**src/rtl/inst_encode_loader.sv**
```systemverilog
// Packs decoded instruction fields into 32-bit words and streams them through a
// small FIFO into instruction memory at an auto-incrementing, loadable address.

module inst_encode_fifo #(
  parameter int DEPTH = 4,
  parameter int WIDTH = 32
) (
  input  logic                     clock,
  input  logic                     reset_n,
  input  logic                     push,
  input  logic [WIDTH-1:0]         push_dat,
  input  logic                     pop,
  output logic [WIDTH-1:0]         head_dat,
  output logic [$clog2(DEPTH):0]   count
);

  localparam int PTR_W = $clog2(DEPTH);

  logic [WIDTH-1:0] mem [DEPTH];
  logic [PTR_W-1:0] wptr;
  logic [PTR_W-1:0] rptr;

  // Storage is not reset: the count alone decides which entries are live.
  always_ff @(posedge clock) begin
    if (push) mem[wptr] <= push_dat;
  end

  always_ff @(posedge clock or negedge reset_n) begin
    if (!reset_n) begin
      wptr  <= '0;
      rptr  <= '0;
      count <= '0;
    end else begin
      if (push) wptr <= wptr + 1'b1;
      if (pop)  rptr <= rptr + 1'b1;
      case ({push, pop})
        2'b10:   count <= count + 1'b1;
        2'b01:   count <= count - 1'b1;
        default: count <= count;
      endcase
    end
  end

  assign head_dat = mem[rptr];

endmodule

module inst_encode_loader #(
  parameter int DEPTH  = 4,
  parameter int ADDR_W = 12
) (
  input  logic              clock,
  input  logic              reset_n,
  input  logic              in_valid,
  output logic              in_ready,
  input  logic [1:0]        fmt,
  input  logic [4:0]        opcode,
  input  logic [4:0]        rd,
  input  logic [4:0]        rs,
  input  logic [4:0]        rt,
  input  logic [4:0]        shamt,
  input  logic [4:0]        aluop,
  input  logic [16:0]       immed,
  input  logic [26:0]       target,
  input  logic              addr_load,
  input  logic [ADDR_W-1:0] addr_in,
  output logic              mem_we,
  output logic [ADDR_W-1:0] mem_addr,
  output logic [31:0]       mem_data,
  input  logic              mem_ready,
  output logic              busy,
  output logic              wrapped,
  output logic [15:0]       written
);

  localparam int CNT_W = $clog2(DEPTH) + 1;
  localparam logic [CNT_W-1:0] FULL_CNT = CNT_W'(DEPTH);

  localparam logic [1:0] FMT_R   = 2'd0;
  localparam logic [1:0] FMT_I   = 2'd1;
  localparam logic [1:0] FMT_JI  = 2'd2;
  localparam logic [1:0] FMT_JII = 2'd3;

  localparam logic [0:0] IDLE  = 1'b0;
  localparam logic [0:0] WRITE = 1'b1;

  logic [0:0]       state;
  logic [31:0]      enc_word;
  logic [31:0]      head_dat;
  logic [CNT_W-1:0] count;
  logic             fifo_empty;
  logic             push;
  logic             pop;
  logic             taken;

  always_comb begin
    enc_word = 32'd0;
    case (fmt)
      FMT_R:   enc_word = {opcode, rd, rs, rt, shamt, aluop, 2'b00};
      FMT_I:   enc_word = {opcode, rd, rs, immed};
      FMT_JI:  enc_word = {opcode, target};
      FMT_JII: enc_word = {opcode, rd, 22'd0};
      default: enc_word = 32'd0;
    endcase
  end

  // Ready depends only on the registered count, so a same-edge pop never
  // opens a slot for a push while full.
  assign in_ready   = (count < FULL_CNT);
  assign fifo_empty = (count == '0);
  assign push       = in_valid && in_ready;
  assign taken      = (state == WRITE) && mem_ready;
  assign pop        = !fifo_empty && ((state == IDLE) || taken);

  inst_encode_fifo #(
    .DEPTH (DEPTH),
    .WIDTH (32)
  ) u_fifo (
    .clock    (clock),
    .reset_n  (reset_n),
    .push     (push),
    .push_dat (enc_word),
    .pop      (pop),
    .head_dat (head_dat),
    .count    (count)
  );

  always_ff @(posedge clock or negedge reset_n) begin
    if (!reset_n) begin
      state    <= IDLE;
      mem_addr <= '0;
      mem_data <= '0;
      written  <= '0;
      wrapped  <= 1'b0;
    end else begin
      case (state)
        IDLE: begin
          if (!fifo_empty) begin
            mem_data <= head_dat;
            state    <= WRITE;
          end else if (addr_load) begin
            mem_addr <= addr_in;
          end
        end
        WRITE: begin
          if (mem_ready) begin
            mem_addr <= mem_addr + 1'b1;
            if (written != 16'hFFFF) written <= written + 16'd1;
            if (&mem_addr) wrapped <= 1'b1;
            if (!fifo_empty) mem_data <= head_dat;
            else             state    <= IDLE;
          end
        end
        default: state <= IDLE;
      endcase
    end
  end

  assign mem_we = (state == WRITE);
  assign busy   = !fifo_empty || mem_we;

endmodule

```
**config.mk**
```make
export PLATFORM = sky130hd
export DESIGN_NAME = inst_encode_loader
export DESIGN_NICKNAME = d
export VERILOG_FILES = /design/src/rtl/inst_encode_loader.sv
export SDC_FILE = /design/constraint.sdc
export NUM_CORES = 1
export LEC_CHECK = 0
export CELL_PAD_IN_SITES_DETAIL_PLACEMENT = 1
export CELL_PAD_IN_SITES_GLOBAL_PLACEMENT = 1
export CORE_UTILIZATION = 25
export DETAILED_ROUTE_END_ITERATION = 12
export GPL_TIMING_DRIVEN = 0
export PLACE_DENSITY = 0.59
export SLEW_MARGIN = 20
export SYNTH_ARGS = -nofsm -noshare
export SYNTH_HDL_FRONTEND = slang
export SYNTH_SLANG_ARGS = --single-unit
```
**constraint.sdc**
```tcl
create_clock -name clock -period 3.2 [get_ports clock]
set_clock_uncertainty 0.2 [all_clocks]
set_input_delay 0.64 -clock clock [delete_from_list [all_inputs] [get_ports clock]]
set_output_delay 0.64 -clock clock [all_outputs]
set_load 0.02 [all_outputs]
```
==> results of run 1 <==
-- metrics by stage --
step | worst slack [ns] | std cells | utilization (%)
after floorplan | 0.509 | 519 | -
after global placement | -1.83 | 1115 | 31.9
after detailed placement | -0.228 | 1120 | 32.2
after CTS | 0.224 | 1153 | 34.2
after global routing | 0.0465 | 1153 | 34.2
final | 0.294 | 1153 | 34.2
-- report_power, final --
part,switching (W),total (W),internal [W]
clock,0.00117,0.00226,0.00109
combinational,0.00158,0.00321,0.00163
sequential,0.000367,0.00370,0.00334
total,0.00311,0.00917,0.00606
-- layer usage --
layer  global-route usage [%]  share of wire, %  vias to the layer above
met4                     3.37              0.91                        0
met1                     15.9                43                     2562
met2                     22.4                51                      140
met5                        0                 0                        -
li1                         -                 -                     2351
met3                     3.32               5.1                       17
-- area by class of cell --
class / instances / area, um2 / share of cell area (%)
Inverter: 17 / 63.8 / 0.571
Clock inverter: 15 / 199 / 1.78
Tap cell: 442 / 553 / 4.95
Clock buffer: 17 / 425 / 3.81
Multi-Input combinational cell: 279 / 2580 / 23.1
Buffer: 26 / 121 / 1.09
Timing Repair Buffer: 160 / 1660 / 14.8
Sequential cell: 197 / 5570 / 49.9
-- cells in the mapped netlist, types with 2 or more instances --
cell	number	area, um2
inv_1	17	63.8
nor2b_1	4	25.0
o221ai_1	2	17.5
nand2b_1	2	12.5
o21ai_0	24	120
and2_1	7	43.8
xnor2_1	8	70.1
clkbuf_1	13	48.8
xor2_1	10	87.6
nand2_1	36	135
nor4_1	3	18.8
nor2_1	11	41.3
and3_1	4	25.0
nand3_1	14	70.1
mux2i_1	22	220
ha_1	7	87.6
mux4_2	32	721
and4_1	3	26.3
a31oi_1	3	18.8
buf_2	10	50.1
a21oi_1	3	15.0
mux2_2	40	450
or3_1	2	12.5
nor4_4	2	42.5
dfrtp_1	69	1730
a22o_1	2	17.5
nor3_1	11	55.1
nand4_1	7	43.8
a221o_1	4	40.0
edfxtp_1	128	3840
-- registers in the layout, indices dropped and copies added, names as in the netlist --
| name | flops |
|---|---|
| u_fifo.mem | 128 |
| mem_data | 32 |
| written | 16 |
| mem_addr | 12 |
| u_fifo.count | 3 |
| u_fifo.rptr | 2 |
| u_fifo.wptr | 2 |
| mem_we | 1 |
| wrapped | 1 |
-- worst min path at each step --
stage,from,end,slack (ns),depth (start not counted)
6_report,mem_data[5],mem_data[5],0.31,1
4_1_cts,mem_data[23],mem_data[23],0.32,1
3_5_place_dp,mem_data[9],mem_data[9],0.30,1
2_1_floorplan,reset_n,mem_addr[0],0.14,0
3_3_place_gp,wrapped,wrapped,0.28,1
5_1_grt,mem_data[5],mem_data[5],0.32,1
-- cells in the final DEF (no fill, tap or decap), types with 13 or more instances in the layout --
cell / n
clkdlybuf4s50_1: 153
edfxtp_1: 128
dfrtp_1: 69
mux2_2: 40
nand2_1: 36
mux4_2: 32
o21ai_0: 24
mux2i_1: 22
inv_1: 17
clkbuf_16: 17
nand3_1: 14
clkbuf_1: 13
-- what timing repair did --
action	CTS	global route
gates resized for setup	0	0
endpoints found under the hold margin	25	0
hold buffers	1	0
-- cell families after synthesis --
family | Yosys count | synth area share (%)
buf+inv | 43 | 2.22
mux | 95 | 16.9
fa+ha+maj | 8 | 1.29
simple gates | 109 | 6.91
flops | 197 | 66.8
xor+xnor | 18 | 1.89
compound gates | 49 | 3.98
==> results.yml, run 1 <==
place:
  gp_routability_congestion: 0.754
  place_hpwl_mm: 14.4
  place_area_um2: 10500
  portBuffers: 154
floorplan:
  dieArea_um2: 34100
  die_y_um: 185
  coreArea_um2: 32700
  die_x_um: 185
  io_pins: 157
  num_rows: 66
  start_util_pct: 25.5
min_path:
  hold_path_class: "flip-flop to flip-flop"
detailed_routing:
  drt_iter0_markers: 272
  drc: 0
  antenna_left: 0
  via_count: 5070
  wl_mm: 20.8
  firstDrtPassIters: 4
  via_per_inst: 4.40
  wire_per_inst_um: 18.0
grt:
  grt_max_degree: 45
  grt_pass1_vias: 5411
  grt_pass1_wl_mm: 32.4
  overflow: 0
  antenna_found_initial: 0
  grt_util_all_layers_pct: 12.9
synthesis:
  ys_ff_latch: 197
  synth-edff-count: 128
  async_flop_share_pct: 35.0
  synth_seq_area_share_pct: 66.8
  synthCells: 519
  yosys_warnings: 0
  avgSynthCellArea_um2: 16.1
  syn_area_um2: 8330
  synth_cell_type_count: 49
  synth_fp_nets: 620
  synth_ff_type: "edfxtp_1"
sta:
  setup_viol: 0
  finalHoldViolCount: 0
  hold_ws_ns: 0.311
  slew_violations: 0
  maxSlewHeadroom_pct: 50.2
  fin_crit_ns: 2.91
  rsz0062_at_grt: "false"
  fin_tns_setup_ns: 0
  fmax_mhz: 344
  tightest_slew_ns: 0.738
  finalCritPeriodShare_pct: 90.8
run_status:
  outcome: "completed"
layout:
  fillCellCount: 3429
  postLayoutCellArea_um2: 11200
  n_antenna_cell: 0
  area_growth_syn_to_layout_pct: 34.1
  nets: 799
  drive_gt1_share_pct: 18.8
critical_path:
  worstPathCellList: "clkdlybuf4s50_1, nor2b_1, clkbuf_1, buf_1, nand2_1, o21ai_0"
  critical_path_depth: 6
  crit_path_end: "u_fifo.mem[2][5]"
  worst-path-buf-inv: 3
  r2r_start: "mem_we"
  timing.reg2reg.setup_slack_ns: 0.31
  cp.required_ns: 3.16
  cp.arrival_ns: 2.86
  critPathKind: "input port to flip-flop"
  worst_setup_path_end_kind: "flip-flop"
  cpPeakStageDelay_ns: 0.59
  crit_family: "buffers and inverters"
  slowest_stage: "buf_1"
  crit_path_start_kind: "input port"
  worstRegToRegCells: 9
  r2r-end: "u_fifo.count[2]"
  startpoint: "fmt[1]"
  cp_max_fo: 10
power:
  total_power_w: 0.00917
  powerDensity_nw_per_um2: 821
  vdd_drop_max_uv: 374
  leakage_nw: 4.02
clocking:
  postCtsSetupBuffers: 0
  cts_tree: "done"
  cts_max_path_buffers: 2
  root_buffer: "clkbuf_16"
  htree_levels: 4
  clk_pin_slew_ns: 0.07
  clk_latency_ns: 0.44
  cts_sinks: 197
  numCtsBuffers: 17
flow_run:
  cap_violations: 0
Note: power is estimated with default switching activity, not from simulation.
==> inputs of run 2 (changes only) <==
==> constraint.sdc (replaced) <==
create_clock -name clock -period 2.8 [get_ports clock]
set_clock_uncertainty 0.2 [all_clocks]
set_input_delay 0.56 -clock clock [delete_from_list [all_inputs] [get_ports clock]]
set_output_delay 0.56 -clock clock [all_outputs]
set_load 0.02 [all_outputs]
==> run 2 against run 1 <==
Effect of this change: wire length about the same; clock power is 14% higher; setup slack lost 0.14 ns; non-clock buffer count stayed put; largest power group unchanged; highest routed layer unchanged; sequential share of layout area down 0.067 points.
==> results.yml, run 2 (synthesized netlist as in run 1, its figures left out) <==
run_status:
  outcome: "completed"
place:
  place_inst: 1120
  place_area_um2: 10500
  portBuffers: 154
  gp_routability_congestion: 0.754
  place_hpwl_mm: 14.4
clocking:
  htree_levels: 4
  cts_tree: "done"
  cts_max_path_buffers: 2
  cts_sinks: 197
  clk_pin_slew_ns: 0.08
  numCtsBuffers: 17
  clk_latency_ns: 0.44
  root_buffer: "clkbuf_16"
grt:
  grt_pass1_wl_mm: 32.4
  grt_max_degree: 45
  grt_pass1_vias: 5411
  overflow: 0
  grt_util_all_layers_pct: 12.9
  antenna_found_initial: 0
sta:
  fin_crit_ns: 2.64
  finalHoldViolCount: 0
  rsz0062_at_grt: "true"
  maxSlewHeadroom_pct: 49.7
  fmax_mhz: 378
  hold_ws_ns: 0.283
  tightest_slew_ns: 0.755
  finalCritPeriodShare_pct: 94.4
  setup_viol: 0
  slew_violations: 0
layout:
  n_antenna_cell: 0
  fillCellCount: 3430
  area_growth_syn_to_layout_pct: 34.2
  largest_reg_flops: 128
  nets: 799
  multi_input_area_um2: 2590
  postLayoutCellArea_um2: 11200
  top_regs: "u_fifo.mem (128), mem_data (32), written (16)"
  mostFrequentLayoutCells: "clkdlybuf4s50_1, edfxtp_1, dfrtp_1"
  drive_gt1_share_pct: 19.1
  stdcell_count: 1153
  layout_commonest_cell: "clkdlybuf4s50_1"
  regMostFlops: "u_fifo.mem"
  final_core_util_pct: 34.2
  register_area_um2: 5570
critical_path:
  r2r_start: "mem_we"
  crit_path_start_kind: "flip-flop"
  r2r-end: "u_fifo.count[2]"
  critPathKind: "flip-flop to flip-flop"
  crit_family: "buffers and inverters"
  slowest_stage: "dfrtp_1"
  worst-path-buf-inv: 3
  cpPeakStageDelay_ns: 0.40
  timing.reg2reg.setup_slack_ns: 0.16
  worstPathCellList: "buf_2, a21oi_4, clkbuf_4, ha_1, inv_1, fa_1, xor2_1, nor2_1, xnor2_1"
  startpoint: "mem_we"
  cp.arrival_ns: 2.80
  worst_setup_path_end_kind: "flip-flop"
  worstRegToRegCells: 9
  cp_max_fo: 10
  cp.required_ns: 2.96
detailed_routing:
  drt_iter0_markers: 272
  firstDrtPassIters: 4
  antenna_left: 0
  wire_per_inst_um: 18.0
  via_count: 5068
  wl_mm: 20.8
  via_per_inst: 4.40
  drc: 0
floorplan:
  coreArea_um2: 32700
  dieArea_um2: 34100
  start_util_pct: 25.5
  die_x_um: 185
  io_pins: 157
  die_y_um: 185
  num_rows: 66
power:
  p_comb_share_pct: 35.0
  vdd_drop_max_uv: 426
  powerDensity_nw_per_um2: 937
  internal-power_w: 0.00693
  power_frac_seq_pct: 40.4
  power_switching_w: 0.00356
  clkPwrFrac_pct: 24.6
  leakage_nw: 4.02
  total_power_w: 0.0105
  swShare_pct: 33.9
min_path:
  holdPathEnd: "mem_we"
  hold_start: "mem_ready"
  hold_path_class: "input port to flip-flop"
  worstHoldPathCells: 2
flow_run:
  cap_violations: 0
run 2: layout make-up:
type	instances	share of cell area [%]
buffer	26	1.13
clock buffer	17	3.80
clock inverter	15	1.78
inverter	17	0.570
multi-input combinational	279	23.2
sequential	197	49.8
tap	442	4.94
timing repair buffer	160	14.8
run 2: timing repair:
action / CTS / global route
setup endpoints to repair: 25 / 6
hold endpoints to repair: 25 / 0
resized for setup: 2 / 4
setup buffers: 0 / 0
hold buffers: 1 / 0
pin swaps: 0 / 1
run 2: worst max path at each step:
stage	end	depth (start not counted)
after floorplan	u_fifo.count[2]	10
after global placement	mem_data[7]	1
after detailed placement	u_fifo.mem[0][4]	6
after CTS	busy	4
after global routing	u_fifo.count[2]	9
final	u_fifo.count[2]	9
run 2: routing by layer:
layer / vias up / GRT usage, % / wire length (um)
met1: 2574 / 15.9 / 9020
met5: - / 0 / 0
li1: 2352 / - / -
met2: 129 / 22.4 / 10600
met3: 13 / 3.32 / 951
met4: 0 / 3.37 / 170
run 2: through the flow:
step	TNS, ns	setup WS, ns
finish	0	0.157
detailed placement	-29.27	-0.548
floorplan	0	0.189
global route	-0.0548	-0.0548
global placement	-280.47	-2.15
CTS	0	0.0182
run 2: worst register-to-register path: stages (launching register included):
cell and delay (ns):
dfrtp_1 0.40, buf_2 0.21, a21oi_4 0.34, clkbuf_4 0.35
ha_1 0.22, inv_1 0.06, fa_1 0.37, xor2_1 0.15
nor2_1 0.13, xnor2_1 0.13
run 2: power by group through the flow:
stage / sequential [W] / combinational (W) / clock (W)
2_1_floorplan: 0.00464 / 0.00180 / 0
3_3_place_gp: 0.00430 / 0.00365 / 0
3_5_place_dp: 0.00430 / 0.00376 / 0
4_1_cts: 0.00424 / 0.00377 / 0.00269
5_1_grt: 0.00432 / 0.00400 / 0.00277
6_report: 0.00423 / 0.00367 / 0.00258
